[src/rtl/execute_stage_pkg.sv]
// Shared op codes for the EX stage: ALU op codes, MemBranch codes and divider states.
package execute_stage_pkg;

    localparam logic [4:0] ALU_ADD    = 5'd0;
    localparam logic [4:0] ALU_SUB    = 5'd1;
    localparam logic [4:0] ALU_AND    = 5'd2;
    localparam logic [4:0] ALU_OR     = 5'd3;
    localparam logic [4:0] ALU_XOR    = 5'd4;
    localparam logic [4:0] ALU_SLL    = 5'd5;
    localparam logic [4:0] ALU_SRL    = 5'd6;
    localparam logic [4:0] ALU_SRA    = 5'd7;
    localparam logic [4:0] ALU_SLT    = 5'd8;
    localparam logic [4:0] ALU_SLTU   = 5'd9;
    localparam logic [4:0] ALU_LUI    = 5'd10;
    localparam logic [4:0] ALU_MUL    = 5'd11;
    localparam logic [4:0] ALU_MULH   = 5'd12;
    localparam logic [4:0] ALU_MULHSU = 5'd13;
    localparam logic [4:0] ALU_MULHU  = 5'd14;
    localparam logic [4:0] ALU_DIV    = 5'd15;
    localparam logic [4:0] ALU_DIVU   = 5'd16;
    localparam logic [4:0] ALU_REM    = 5'd17;
    localparam logic [4:0] ALU_REMU   = 5'd18;

    // JAL and JALR share MEMB_JAL; jalr_pype1 picks the target form.
    localparam logic [2:0] MEMB_NONE = 3'd0;
    localparam logic [2:0] MEMB_BEQ  = 3'd1;
    localparam logic [2:0] MEMB_BNE  = 3'd2;
    localparam logic [2:0] MEMB_BLT  = 3'd3;
    localparam logic [2:0] MEMB_BGE  = 3'd4;
    localparam logic [2:0] MEMB_BLTU = 3'd5;
    localparam logic [2:0] MEMB_BGEU = 3'd6;
    localparam logic [2:0] MEMB_JAL  = 3'd7;

    typedef enum logic [1:0] {S_IDLE, S_DIV, S_DONE} div_state_e;

    function automatic logic is_div_op(input logic [4:0] op);
        return (op == ALU_DIV) || (op == ALU_DIVU) || (op == ALU_REM) || (op == ALU_REMU);
    endfunction

endpackage

[src/rtl/execute_stage_if.sv]
// Decode->EX inputs and EX/MEM register outputs of the execute stage.
interface execute_stage_if;
    logic        keep;
    logic        nop;
    logic        RegWrite_pype1;
    logic [2:0]  MemBranch_pype1;
    logic [1:0]  MemtoReg_pype1;
    logic [1:0]  MemRW_pype1;
    logic [4:0]  alu_op_pype1;
    logic        alu_src_pype1;
    logic        jalr_pype1;
    logic [31:0] rs1_pype1;
    logic [31:0] rs2_pype1;
    logic [31:0] imm_pype1;
    logic [31:0] PC_pype1;
    logic [31:0] PCp4_pype1;
    logic [31:0] Instraction_pype1;
    logic [4:0]  WReg_pype1;
    logic        RegWrite_pype2;
    logic [2:0]  MemBranch_pype2;
    logic [1:0]  MemtoReg_pype2;
    logic [1:0]  MemRW_pype2;
    logic [4:0]  WReg_pype2;
    logic [31:0] ALU_co_pype;
    logic [31:0] PCBranch_pype2;
    logic [31:0] read_data2_pype2;
    logic [31:0] PCp4_pype2;
    logic [31:0] Instraction_pype2;
    logic        ex_busy;

    modport slave (
        input  keep, nop, RegWrite_pype1, MemBranch_pype1, MemtoReg_pype1, MemRW_pype1,
               alu_op_pype1, alu_src_pype1, jalr_pype1, rs1_pype1, rs2_pype1, imm_pype1,
               PC_pype1, PCp4_pype1, Instraction_pype1, WReg_pype1,
        output RegWrite_pype2, MemBranch_pype2, MemtoReg_pype2, MemRW_pype2, WReg_pype2,
               ALU_co_pype, PCBranch_pype2, read_data2_pype2, PCp4_pype2, Instraction_pype2,
               ex_busy
    );

    modport master (
        output keep, nop, RegWrite_pype1, MemBranch_pype1, MemtoReg_pype1, MemRW_pype1,
               alu_op_pype1, alu_src_pype1, jalr_pype1, rs1_pype1, rs2_pype1, imm_pype1,
               PC_pype1, PCp4_pype1, Instraction_pype1, WReg_pype1,
        input  RegWrite_pype2, MemBranch_pype2, MemtoReg_pype2, MemRW_pype2, WReg_pype2,
               ALU_co_pype, PCBranch_pype2, read_data2_pype2, PCp4_pype2, Instraction_pype2,
               ex_busy
    );
endinterface

[src/rtl/execute_stage_serial_divider.sv]
// Iterative restoring divider for DIV/DIVU/REM/REMU with sign fix-up.
//   state  | meaning
//   S_IDLE | waiting for a divide; special cases resolved here
//   S_DIV  | one shift-subtract step per cycle, count 0..DIV_STEPS-1
//   S_DONE | sign-corrected result valid on result
module serial_divider
    import execute_stage_pkg::*;
#(
    parameter int DIV_STEPS = 32
) (
    input  logic        clk,
    input  logic        rst,
    input  logic        start,
    input  logic        hold,
    input  logic        abort,
    input  logic        signed_op,
    input  logic        rem_sel,
    input  logic [31:0] a,
    input  logic [31:0] b,
    output logic        busy,
    output logic        done,
    output logic [31:0] result
);
    div_state_e  state;
    logic [4:0]  count;
    logic [31:0] rem_q, quo_q, divisor_q;
    logic        neg_q, neg_r, rem_sel_q;
    logic        a_neg, b_neg, ge;
    logic [31:0] a_abs, b_abs;
    logic [32:0] shifted, trial;

    always_comb begin
        a_neg   = signed_op & a[31];
        b_neg   = signed_op & b[31];
        a_abs   = a_neg ? (~a + 32'd1) : a;
        b_abs   = b_neg ? (~b + 32'd1) : b;
        shifted = {rem_q, quo_q[31]};
        ge      = shifted >= {1'b0, divisor_q};
        trial   = shifted - {1'b0, divisor_q};
    end

    // Special cases preload the final values with sign flags cleared, so DONE passes them through.
    always_ff @(posedge clk or negedge rst) begin
        if (!rst) begin
            state     <= S_IDLE;
            count     <= 5'd0;
            rem_q     <= 32'd0;
            quo_q     <= 32'd0;
            divisor_q <= 32'd0;
            neg_q     <= 1'b0;
            neg_r     <= 1'b0;
            rem_sel_q <= 1'b0;
        end else if (abort) begin
            state <= S_IDLE;
        end else if (!hold) begin
            case (state)
                S_IDLE: if (start) begin
                    rem_sel_q <= rem_sel;
                    count     <= 5'd0;
                    if (b == 32'd0) begin
                        quo_q <= 32'hFFFF_FFFF;
                        rem_q <= a;
                        neg_q <= 1'b0;
                        neg_r <= 1'b0;
                        state <= S_DONE;
                    end else if (signed_op && a == 32'h8000_0000 && b == 32'hFFFF_FFFF) begin
                        quo_q <= 32'h8000_0000;
                        rem_q <= 32'd0;
                        neg_q <= 1'b0;
                        neg_r <= 1'b0;
                        state <= S_DONE;
                    end else begin
                        quo_q     <= a_abs;
                        rem_q     <= 32'd0;
                        divisor_q <= b_abs;
                        neg_q     <= a_neg ^ b_neg;
                        neg_r     <= a_neg;
                        state     <= S_DIV;
                    end
                end
                S_DIV: begin
                    rem_q <= ge ? trial[31:0] : shifted[31:0];
                    quo_q <= {quo_q[30:0], ge};
                    count <= count + 5'd1;
                    if (count == 5'(DIV_STEPS - 1)) state <= S_DONE;
                end
                default: state <= S_IDLE;
            endcase
        end
    end

    always_comb begin
        busy   = ((state == S_IDLE) && start) || (state == S_DIV);
        done   = (state == S_DONE);
        result = rem_sel_q ? (neg_r ? (~rem_q + 32'd1) : rem_q)
                           : (neg_q ? (~quo_q + 32'd1) : quo_q);
    end
endmodule

[src/rtl/execute_stage.sv]
// EX stage: ALU, branch target, RV32M multiply/divide and the EX/MEM pipeline register.
module execute_stage
    import execute_stage_pkg::*;
#(
    parameter int DIV_STEPS = 32
) (
    input logic clk,
    input logic rst,
    execute_stage_if.slave bus
);
    logic [31:0] op_a, op_b, alu_res, ex_res, target, div_res;
    logic [63:0] prod;
    logic        a_sgn, b_sgn, div_op, div_busy, div_done;

    serial_divider #(.DIV_STEPS(DIV_STEPS)) u_div (
        .clk       (clk),
        .rst       (rst),
        .start     (div_op),
        .hold      (bus.keep),
        .abort     (bus.nop),
        .signed_op ((bus.alu_op_pype1 == ALU_DIV) || (bus.alu_op_pype1 == ALU_REM)),
        .rem_sel   ((bus.alu_op_pype1 == ALU_REM) || (bus.alu_op_pype1 == ALU_REMU)),
        .a         (op_a),
        .b         (op_b),
        .busy      (div_busy),
        .done      (div_done),
        .result    (div_res)
    );

    always_comb begin
        op_a   = bus.rs1_pype1;
        op_b   = bus.alu_src_pype1 ? bus.imm_pype1 : bus.rs2_pype1;
        div_op = is_div_op(bus.alu_op_pype1);
        a_sgn  = (bus.alu_op_pype1 == ALU_MULH) || (bus.alu_op_pype1 == ALU_MULHSU);
        b_sgn  = (bus.alu_op_pype1 == ALU_MULH);
        // Extending to 64 bits and keeping the low 64 product bits gives the exact signed/unsigned result.
        prod   = {{32{a_sgn & op_a[31]}}, op_a} * {{32{b_sgn & op_b[31]}}, op_b};
        case (bus.alu_op_pype1)
            ALU_ADD:    alu_res = op_a + op_b;
            ALU_SUB:    alu_res = op_a - op_b;
            ALU_AND:    alu_res = op_a & op_b;
            ALU_OR:     alu_res = op_a | op_b;
            ALU_XOR:    alu_res = op_a ^ op_b;
            ALU_SLL:    alu_res = op_a << op_b[4:0];
            ALU_SRL:    alu_res = op_a >> op_b[4:0];
            ALU_SRA:    alu_res = $signed(op_a) >>> op_b[4:0];
            ALU_SLT:    alu_res = {31'd0, $signed(op_a) < $signed(op_b)};
            ALU_SLTU:   alu_res = {31'd0, op_a < op_b};
            ALU_LUI:    alu_res = op_b;
            ALU_MUL:    alu_res = prod[31:0];
            ALU_MULH, ALU_MULHSU, ALU_MULHU: alu_res = prod[63:32];
            ALU_DIV, ALU_DIVU, ALU_REM, ALU_REMU: alu_res = div_res;
            default:    alu_res = 32'd0;
        endcase
        ex_res = (bus.MemBranch_pype1 == MEMB_JAL) ? bus.PCp4_pype1 : alu_res;
        target = bus.jalr_pype1 ? ((bus.rs1_pype1 + bus.imm_pype1) & 32'hFFFF_FFFE)
                                : (bus.PC_pype1 + bus.imm_pype1);
        bus.ex_busy = div_busy;
    end

    always_ff @(posedge clk or negedge rst) begin
        if (!rst) begin
            bus.RegWrite_pype2    <= 1'b0;
            bus.MemBranch_pype2   <= MEMB_NONE;
            bus.MemtoReg_pype2    <= 2'd0;
            bus.MemRW_pype2       <= 2'd0;
            bus.WReg_pype2        <= 5'd0;
            bus.ALU_co_pype       <= 32'd0;
            bus.PCBranch_pype2    <= 32'd0;
            bus.read_data2_pype2  <= 32'd0;
            bus.PCp4_pype2        <= 32'd0;
            bus.Instraction_pype2 <= 32'd0;
        end else if (bus.nop) begin
            bus.RegWrite_pype2    <= 1'b0;
            bus.MemBranch_pype2   <= MEMB_NONE;
            bus.MemtoReg_pype2    <= 2'd0;
            bus.MemRW_pype2       <= 2'd0;
            bus.WReg_pype2        <= 5'd0;
            bus.ALU_co_pype       <= 32'd0;
            bus.PCBranch_pype2    <= 32'd0;
            bus.read_data2_pype2  <= 32'd0;
            bus.PCp4_pype2        <= 32'd0;
            bus.Instraction_pype2 <= 32'd0;
        end else if (!bus.keep) begin
            bus.ALU_co_pype       <= ex_res;
            bus.PCBranch_pype2    <= target;
            bus.read_data2_pype2  <= bus.rs2_pype1;
            bus.PCp4_pype2        <= bus.PCp4_pype1;
            bus.Instraction_pype2 <= bus.Instraction_pype1;
            // A divide still in flight reaches MEM as a bubble; DONE is not busy, so the result loads normally.
            if (div_busy) begin
                bus.RegWrite_pype2  <= 1'b0;
                bus.MemBranch_pype2 <= MEMB_NONE;
                bus.MemtoReg_pype2  <= 2'd0;
                bus.MemRW_pype2     <= 2'd0;
                bus.WReg_pype2      <= 5'd0;
            end else begin
                bus.RegWrite_pype2  <= bus.RegWrite_pype1;
                bus.MemBranch_pype2 <= bus.MemBranch_pype1;
                bus.MemtoReg_pype2  <= bus.MemtoReg_pype1;
                bus.MemRW_pype2     <= bus.MemRW_pype1;
                bus.WReg_pype2      <= bus.WReg_pype1;
            end
        end
    end

    logic unused_done;
    assign unused_done = div_done;
endmodule

[src/flat_wrapper.sv]
// flat-port wrapper written by rule: the top's interface ports become plain ports
module execute_stage_flat import execute_stage_pkg::*;
#(
    parameter int DIV_STEPS = 32
)
  (clk, rst, bus_keep, bus_nop, bus_RegWrite_pype1, bus_MemBranch_pype1, bus_MemtoReg_pype1, bus_MemRW_pype1, bus_alu_op_pype1, bus_alu_src_pype1, bus_jalr_pype1, bus_rs1_pype1, bus_rs2_pype1, bus_imm_pype1, bus_PC_pype1, bus_PCp4_pype1, bus_Instraction_pype1, bus_WReg_pype1, bus_RegWrite_pype2, bus_MemBranch_pype2, bus_MemtoReg_pype2, bus_MemRW_pype2, bus_WReg_pype2, bus_ALU_co_pype, bus_PCBranch_pype2, bus_read_data2_pype2, bus_PCp4_pype2, bus_Instraction_pype2, bus_ex_busy);
  execute_stage_if bus_i ();
  input logic clk;
  input logic rst;
  input wire logic [$bits(bus_i.keep)-1:0] bus_keep;
  input wire logic [$bits(bus_i.nop)-1:0] bus_nop;
  input wire logic [$bits(bus_i.RegWrite_pype1)-1:0] bus_RegWrite_pype1;
  input wire logic [$bits(bus_i.MemBranch_pype1)-1:0] bus_MemBranch_pype1;
  input wire logic [$bits(bus_i.MemtoReg_pype1)-1:0] bus_MemtoReg_pype1;
  input wire logic [$bits(bus_i.MemRW_pype1)-1:0] bus_MemRW_pype1;
  input wire logic [$bits(bus_i.alu_op_pype1)-1:0] bus_alu_op_pype1;
  input wire logic [$bits(bus_i.alu_src_pype1)-1:0] bus_alu_src_pype1;
  input wire logic [$bits(bus_i.jalr_pype1)-1:0] bus_jalr_pype1;
  input wire logic [$bits(bus_i.rs1_pype1)-1:0] bus_rs1_pype1;
  input wire logic [$bits(bus_i.rs2_pype1)-1:0] bus_rs2_pype1;
  input wire logic [$bits(bus_i.imm_pype1)-1:0] bus_imm_pype1;
  input wire logic [$bits(bus_i.PC_pype1)-1:0] bus_PC_pype1;
  input wire logic [$bits(bus_i.PCp4_pype1)-1:0] bus_PCp4_pype1;
  input wire logic [$bits(bus_i.Instraction_pype1)-1:0] bus_Instraction_pype1;
  input wire logic [$bits(bus_i.WReg_pype1)-1:0] bus_WReg_pype1;
  output wire logic [$bits(bus_i.RegWrite_pype2)-1:0] bus_RegWrite_pype2;
  output wire logic [$bits(bus_i.MemBranch_pype2)-1:0] bus_MemBranch_pype2;
  output wire logic [$bits(bus_i.MemtoReg_pype2)-1:0] bus_MemtoReg_pype2;
  output wire logic [$bits(bus_i.MemRW_pype2)-1:0] bus_MemRW_pype2;
  output wire logic [$bits(bus_i.WReg_pype2)-1:0] bus_WReg_pype2;
  output wire logic [$bits(bus_i.ALU_co_pype)-1:0] bus_ALU_co_pype;
  output wire logic [$bits(bus_i.PCBranch_pype2)-1:0] bus_PCBranch_pype2;
  output wire logic [$bits(bus_i.read_data2_pype2)-1:0] bus_read_data2_pype2;
  output wire logic [$bits(bus_i.PCp4_pype2)-1:0] bus_PCp4_pype2;
  output wire logic [$bits(bus_i.Instraction_pype2)-1:0] bus_Instraction_pype2;
  output wire logic [$bits(bus_i.ex_busy)-1:0] bus_ex_busy;
  assign bus_i.keep = bus_keep;
  assign bus_i.nop = bus_nop;
  assign bus_i.RegWrite_pype1 = bus_RegWrite_pype1;
  assign bus_i.MemBranch_pype1 = bus_MemBranch_pype1;
  assign bus_i.MemtoReg_pype1 = bus_MemtoReg_pype1;
  assign bus_i.MemRW_pype1 = bus_MemRW_pype1;
  assign bus_i.alu_op_pype1 = bus_alu_op_pype1;
  assign bus_i.alu_src_pype1 = bus_alu_src_pype1;
  assign bus_i.jalr_pype1 = bus_jalr_pype1;
  assign bus_i.rs1_pype1 = bus_rs1_pype1;
  assign bus_i.rs2_pype1 = bus_rs2_pype1;
  assign bus_i.imm_pype1 = bus_imm_pype1;
  assign bus_i.PC_pype1 = bus_PC_pype1;
  assign bus_i.PCp4_pype1 = bus_PCp4_pype1;
  assign bus_i.Instraction_pype1 = bus_Instraction_pype1;
  assign bus_i.WReg_pype1 = bus_WReg_pype1;
  assign bus_RegWrite_pype2 = bus_i.RegWrite_pype2;
  assign bus_MemBranch_pype2 = bus_i.MemBranch_pype2;
  assign bus_MemtoReg_pype2 = bus_i.MemtoReg_pype2;
  assign bus_MemRW_pype2 = bus_i.MemRW_pype2;
  assign bus_WReg_pype2 = bus_i.WReg_pype2;
  assign bus_ALU_co_pype = bus_i.ALU_co_pype;
  assign bus_PCBranch_pype2 = bus_i.PCBranch_pype2;
  assign bus_read_data2_pype2 = bus_i.read_data2_pype2;
  assign bus_PCp4_pype2 = bus_i.PCp4_pype2;
  assign bus_Instraction_pype2 = bus_i.Instraction_pype2;
  assign bus_ex_busy = bus_i.ex_busy;
  execute_stage #(.DIV_STEPS(DIV_STEPS)) u_core (.clk(clk), .rst(rst), .bus(bus_i));
endmodule
[config.mk]
export PLATFORM = sky130hd
export DESIGN_NAME = execute_stage_flat
export DESIGN_NICKNAME = d
export VERILOG_FILES = /design/src/rtl/execute_stage_pkg.sv /design/src/rtl/execute_stage_if.sv /design/src/rtl/execute_stage_serial_divider.sv /design/src/rtl/execute_stage.sv /design/src/flat_wrapper.sv
export SDC_FILE = /design/constraint.sdc
export NUM_CORES = 2
export LEC_CHECK = 0
export BUFFER_PORTS_ARGS = -buffer_cell sky130_fd_sc_hd__buf_2
export CAP_MARGIN = 20
export CORE_MARGIN = 4
export CORE_UTILIZATION = 70
export DETAILED_ROUTE_END_ITERATION = 6
export GPL_ROUTABILITY_DRIVEN = 0
export GPL_TIMING_DRIVEN = 0
export PLACE_DENSITY = 0.95
export REMOVE_ABC_BUFFERS = 1
export SLEW_MARGIN = 40
export SYNTH_ARGS = -nofsm -noshare
export SYNTH_HDL_FRONTEND = slang
export SYNTH_SLANG_ARGS = --single-unit
[constraint.sdc]
create_clock -name clk -period 6.6 [get_ports clk]
set_input_delay 0.99 -clock clk [delete_from_list [all_inputs] [get_ports clk]]
set_output_delay 0.99 -clock clk [all_outputs]
set_load 0.03 [all_outputs]
==> results of run 1 <==
per-stage QoR:
stage	hold WS, ps	setup TNS (ps)	cells	cell area, sq um
after floorplan	445	-442020	7567	64800
after CTS	294	-60130	9544	75300
after detailed placement	470	-151810	9287	70000
after global placement	456	-1397800	9210	68300
cells by family after synthesis:
family                   after synthesis
adder cells (fa/ha/maj)             1539
flip-flops                           279
AND/OR/NAND/NOR                     2403
multiplexers                         221
AO/OA/AOI/OAI                       1492
XOR/XNOR                             274
buffers and inverters               1847
what timing repair did:
item | in CTS
gates cloned | 19
gates resized for setup | 502
pin swaps | 131
setup buffers | 179
hold buffers | 0
endpoints found under the setup margin | 32
layer usage:
| layer | overflow | global-route usage, % |
|---|---|---|
| met3 | 102 | 78.5 |
| met5 | 4 | 66.1 |
| met4 | 288 | 80.7 |
| met2 | 493 | 91.7 |
| met1 | 116 | 81.5 |
==> flow_results.xml, run 1 <==
<?xml version="1.0" encoding="UTF-8"?>
<metrics>
  <group name="logic_synthesis">
    <metric name="synth.distinct_cells" unit="">91</metric>
    <metric name="synth_area_leaders" unit="">sky130_fd_sc_hd__fa_1 (34%), sky130_fd_sc_hd__dfrtp_1 (10%), sky130_fd_sc_hd__ha_1 (7.7%)</metric>
    <metric name="synth_enable_flop_cells" unit="">0</metric>
    <metric name="synth_seq_cells" unit="">279</metric>
    <metric name="synthesis.area_per_instance" unit="sq um">8.28</metric>
    <metric name="xor_xnor_share_of_the_synthesized_area" unit="%">3.60</metric>
    <metric name="synthDominantAreaCellType" unit="">sky130_fd_sc_hd__fa_1</metric>
    <metric name="synth_top_area_share" unit="%">33.9</metric>
    <metric name="synth_warnings" unit="">0</metric>
    <metric name="synth_top_family_by_area" unit="">adder cells</metric>
    <metric name="ys_async_sr_fraction" unit="%">100</metric>
    <metric name="synthMostInstantiatedCell" unit="">sky130_fd_sc_hd__inv_1</metric>
    <metric name="synth_area" unit="sq um">66700</metric>
    <metric name="synth_simple_gate_area_share" unit="%">15.4</metric>
    <metric name="cell_count_after_synthesis" unit="">8055</metric>
    <metric name="synth.mux.area_fraction" unit="%">3.80</metric>
    <metric name="ys_dominant_reg_cell" unit="">sky130_fd_sc_hd__dfrtp_1</metric>
    <metric name="synthTopCellsByCount" unit="">sky130_fd_sc_hd__inv_1 (1,326), sky130_fd_sc_hd__fa_1 (1,130), sky130_fd_sc_hd__nand2_1 (1,115), sky130_fd_sc_hd__nor2_1 (742), sky130_fd_sc_hd__ha_1 (409)</metric>
    <metric name="synth.yosys.seq_area_share" unit="%">10.5</metric>
    <metric name="synth_compound_gate_area_share" unit="%">14.6</metric>
    <metric name="yosys.area_share.adder" unit="%">41.6</metric>
  </group>
  <group name="grt">
    <metric name="grt_pass1_vias" unit="">89300</metric>
    <metric name="grt_first_pass_wirelength" unit="microns">615000</metric>
    <metric name="global_route.overflow_total" unit="">1003</metric>
    <metric name="maximum_number_of_pins_on_one_net_before_global_route_repair" unit="">99</metric>
    <metric name="gr-usage-all-layers" unit="%">83.2</metric>
  </group>
  <group name="clocking">
    <metric name="clock_sink_count" unit="">279</metric>
    <metric name="cts_root_buffer" unit="">sky130_fd_sc_hd__clkbuf_16</metric>
    <metric name="clock_path_buffers" unit="">3</metric>
    <metric name="htree_num_levels" unit="">2</metric>
    <metric name="number_of_buffers_created_by_cts" unit="">35</metric>
  </group>
  <group name="die">
    <metric name="die-width" unit="microns">317</metric>
    <metric name="initial_utilization" unit="%">71.0</metric>
    <metric name="ioPinCount" unit="">390</metric>
    <metric name="rows" unit="">112</metric>
    <metric name="die_y" unit="microns">317</metric>
  </group>
  <group name="placed_design">
    <metric name="placement.setup.worst_slack" unit="ps">-6180</metric>
    <metric name="port_buffers" unit="">389</metric>
    <metric name="dp_hpwl" unit="microns">197000</metric>
  </group>
  <group name="outcome">
    <metric name="run_status" unit="">stopped before the end</metric>
    <metric name="flow.stopped_at" unit="">global routing (5_1_grt)</metric>
    <metric name="first-error" unit="">[ERROR GRT-0116] Global routing finished with congestion. Check the congestion regions in the DRC Viewer.</metric>
  </group>
</metrics>
==> run 2, diff against run 1 <==
Settings changed: CORE_UTILIZATION 70 to 40, PLACE_DENSITY 0.95 to default, PLACE_DENSITY_LB_ADDON from default to 0.15.
==> run 2 against run 1 <==
  * The flow now finishes, with violations (design-rule violations, negative setup slack)
  * Area after synthesis unchanged
  * Synthesized cell count unchanged
==> flow_results.xml, run 2 <==
<?xml version="1.0" encoding="UTF-8"?>
<metrics>
  <group name="setup_path">
    <metric name="critical_path.max_fanout" unit="">22</metric>
    <metric name="worst-endpoint-arrival" unit="ps">9530</metric>
    <metric name="worstSetupEndpointType" unit="">register</metric>
    <metric name="worst_setup_path_startpoint" unit="">bus_rs1_pype1[31]</metric>
    <metric name="regToRegSetupSlack" unit="ps">1970</metric>
    <metric name="crit_start_category" unit="">primary input</metric>
    <metric name="crit_slowest_cell" unit="">sky130_fd_sc_hd__fa_2</metric>
    <metric name="setup.worst_path.class" unit="">primary input to register</metric>
    <metric name="cell_occurring_most_often_along_the_worst_timing_path" unit="">sky130_fd_sc_hd__fa_1</metric>
    <metric name="delay_of_the_slowest_cell_on_the_worst_path" unit="ps">670</metric>
    <metric name="worst-endpoint-required" unit="ps">7030</metric>
    <metric name="worstReg2RegStart" unit="">u_core.u_div.quo_q[31]</metric>
  </group>
  <group name="logic_synthesis">
    <metric name="cell_count_after_synthesis" unit="">8055</metric>
    <metric name="synth_seq_cells" unit="">279</metric>
    <metric name="synth.yosys.seq_area_share" unit="%">10.5</metric>
    <metric name="synth.distinct_cells" unit="">91</metric>
    <metric name="synth_area_leaders" unit="">sky130_fd_sc_hd__fa_1 (34%), sky130_fd_sc_hd__dfrtp_1 (10%), sky130_fd_sc_hd__ha_1 (7.7%)</metric>
    <metric name="ys_async_sr_fraction" unit="%">100</metric>
    <metric name="synth_area" unit="sq um">66700</metric>
    <metric name="ys_dominant_reg_cell" unit="">sky130_fd_sc_hd__dfrtp_1</metric>
    <metric name="synth_warnings" unit="">0</metric>
    <metric name="synthTopCellsByCount" unit="">sky130_fd_sc_hd__inv_1 (1,326), sky130_fd_sc_hd__fa_1 (1,130), sky130_fd_sc_hd__nand2_1 (1,115), sky130_fd_sc_hd__nor2_1 (742), sky130_fd_sc_hd__ha_1 (409)</metric>
    <metric name="synthDominantAreaCellType" unit="">sky130_fd_sc_hd__fa_1</metric>
    <metric name="synthesis.area_per_instance" unit="sq um">8.28</metric>
    <metric name="synthMostInstantiatedCell" unit="">sky130_fd_sc_hd__inv_1</metric>
    <metric name="synth_enable_flop_cells" unit="">0</metric>
    <metric name="synth_top_area_share" unit="%">33.9</metric>
  </group>
  <group name="clocking">
    <metric name="tritoncts" unit="">yes</metric>
    <metric name="clock_latency_at_the_later_pin_of_the_worst_skew_pair" unit="ps">600</metric>
    <metric name="htree_num_levels" unit="">2</metric>
    <metric name="clock_path_buffers" unit="">3</metric>
    <metric name="postCtsHoldBufs" unit="">0</metric>
    <metric name="clock_sink_count" unit="">279</metric>
    <metric name="number_of_buffers_created_by_cts" unit="">35</metric>
    <metric name="cts_root_buffer" unit="">sky130_fd_sc_hd__clkbuf_16</metric>
    <metric name="clkSlewWorstSetupHoldPaths" unit="ps">60</metric>
  </group>
  <group name="finish">
    <metric name="final_cell_mix" unit="">sky130_fd_sc_hd__inv_1 (1,253), sky130_fd_sc_hd__nand2_1 (1,084), sky130_fd_sc_hd__fa_1 (1,084)</metric>
    <metric name="share_of_layout_cells_above_drive_strength_1" unit="%">16.6</metric>
    <metric name="layout.filler_cells" unit="">15900</metric>
    <metric name="layout_commonest_cell" unit="">sky130_fd_sc_hd__inv_1</metric>
    <metric name="layoutNonFillerInstCount" unit="">10600</metric>
    <metric name="final-seq-area" unit="sq um">6990</metric>
    <metric name="nets" unit="">10100</metric>
    <metric name="area.growth.synth_to_final" unit="%">18.9</metric>
    <metric name="fin_util" unit="%">47.9</metric>
    <metric name="multi_input_comb_area" unit="sq um">55900</metric>
  </group>
  <group name="sta">
    <metric name="finalCritPeriodShare" unit="%">138</metric>
    <metric name="setup_tns" unit="ps">-68750</metric>
    <metric name="timing.final.setup_violations" unit="">32</metric>
    <metric name="finalWorstSetupSlack" unit="ps">-2490</metric>
    <metric name="timing.final.crit_period" unit="ps">9090</metric>
    <metric name="final_max_slew_viol_count" unit="">0</metric>
    <metric name="maxClockFrequency" unit="GHz">0.110</metric>
    <metric name="max_slew.worst_pin.slew" unit="ps">983</metric>
    <metric name="worst_rel_slew_slack" unit="%">33.7</metric>
    <metric name="hold_violations" unit="">0</metric>
    <metric name="clock_skew_after_layout" unit="ps">36.3</metric>
    <metric name="grt_setup_unrepaired" unit="">yes</metric>
  </group>
  <group name="die">
    <metric name="initial_utilization" unit="%">40.3</metric>
    <metric name="die_y" unit="microns">416</metric>
    <metric name="floorplan.die_area" unit="sq um">173000</metric>
    <metric name="core" unit="sq um">165000</metric>
    <metric name="ioPinCount" unit="">390</metric>
    <metric name="die-width" unit="microns">416</metric>
    <metric name="rows" unit="">149</metric>
  </group>
  <group name="worst_hold_path">
    <metric name="min_path_type" unit="">primary input to asynchronous set/reset pin</metric>
  </group>
  <group name="outcome">
    <metric name="run_status" unit="">finished with violations</metric>
    <metric name="failed_checks" unit="">design-rule violations, negative setup slack</metric>
  </group>
  <group name="grt">
    <metric name="antenna_found_initial" unit="">24</metric>
    <metric name="grt_pass1_vias" unit="">63800</metric>
    <metric name="global_route.overflow_total" unit="">0</metric>
    <metric name="gr-usage-all-layers" unit="%">34.6</metric>
    <metric name="grt_first_pass_wirelength" unit="microns">442000</metric>
    <metric name="maximum_number_of_pins_on_one_net_before_global_route_repair" unit="">101</metric>
  </group>
  <group name="placed_design">
    <metric name="port_buffers" unit="">389</metric>
    <metric name="place_inst" unit="">10300</metric>
    <metric name="dp_hpwl" unit="microns">213000</metric>
    <metric name="placement.setup.worst_slack" unit="ps">-5980</metric>
  </group>
  <group name="detailed_routing">
    <metric name="drc" unit="">38</metric>
    <metric name="drt-wirelength-per-cell" unit="microns">28.7</metric>
    <metric name="first_iter_violations" unit="">7413</metric>
    <metric name="vias" unit="">63800</metric>
    <metric name="remaining_antenna_violation_count" unit="">0</metric>
    <metric name="detailedRoute.firstPassIterationCount" unit="">7</metric>
    <metric name="wl" unit="microns">305000</metric>
    <metric name="post_drt_via_cell_ratio" unit="">6.01</metric>
  </group>
  <group name="flow_run">
    <metric name="cap_violations" unit="">0</metric>
  </group>
</metrics>
run 2: cell counts after synthesis:
No cell type changed its count.
run 2: timing repair:
action,CTS,global route
gates cloned,24,2
setup endpoints to repair,32,32
pin swaps,136,197
setup buffers,177,93
resized for setup,529,208
run 2: per-stage QoR:
stage	hold slack (ps)	area [sq um]
3_5_place_dp	468	71800
3_3_place_gp	459	69500
2_1_floorplan	445	64800
5_1_grt	258	79200
6_report	253	79200
4_1_cts	229	77400
run 2: worst max-delay path, delay by kind of cell:
family	cells	cell delay, ps
buffers and inverters	11	1560
adders and majority gates	9	4540
and+or+nand+nor	4	740
xor gates and xnor gates	1	170
AOI/OAI and AO/OA	7	1390
run 2: cell families after synthesis:
logic type	after synthesis	share of synthesized area [%]
fa+ha+maj	1539	41.6
flops	279	10.5
buf+inv	1847	10.5
xor+xnor	274	3.60
simple gates	2403	15.4
compound gates	1492	14.6
mux	221	3.80
run 2: cell type report:
type,instances,share of cell area [%]
timing repair buffer,768,8.60
tap,2189,3.46
multi-input combinational,5936,70.6
sequential,279,8.82
inverter,1359,6.87
timing repair inverter,8,0.178
antenna,13,0.0411
clock inverter,20,0.292
clock buffer,42,1.16
run 2: per-layer routing:
metal  up-vias  wire, microns  GRT usage (%)
met5         -            227          0.750
met4        12          23500           20.7
met3       989          36400           10.4
met2      3835         130000           51.6
met1     32300         115000           44.2
li1      26700              -              -
run 2: worst paths after layout:
path,end,cells past startpoint
max reg2reg,u_core.u_div.rem_q[22],12
max in group asynchronous,u_core.bus.ALU_co_pype[26],4
max,u_core.bus.ALU_co_pype[25],32
min in group clk,u_core.u_div.divisor_q[31],2
min reg2reg,u_core.u_div.divisor_q[31],2
min,u_core.bus.Instraction_pype2[29],1
Power of run 2 is not shown: default switching activity piles up to over one toggle a cycle in this logic, so the estimate is an artifact.
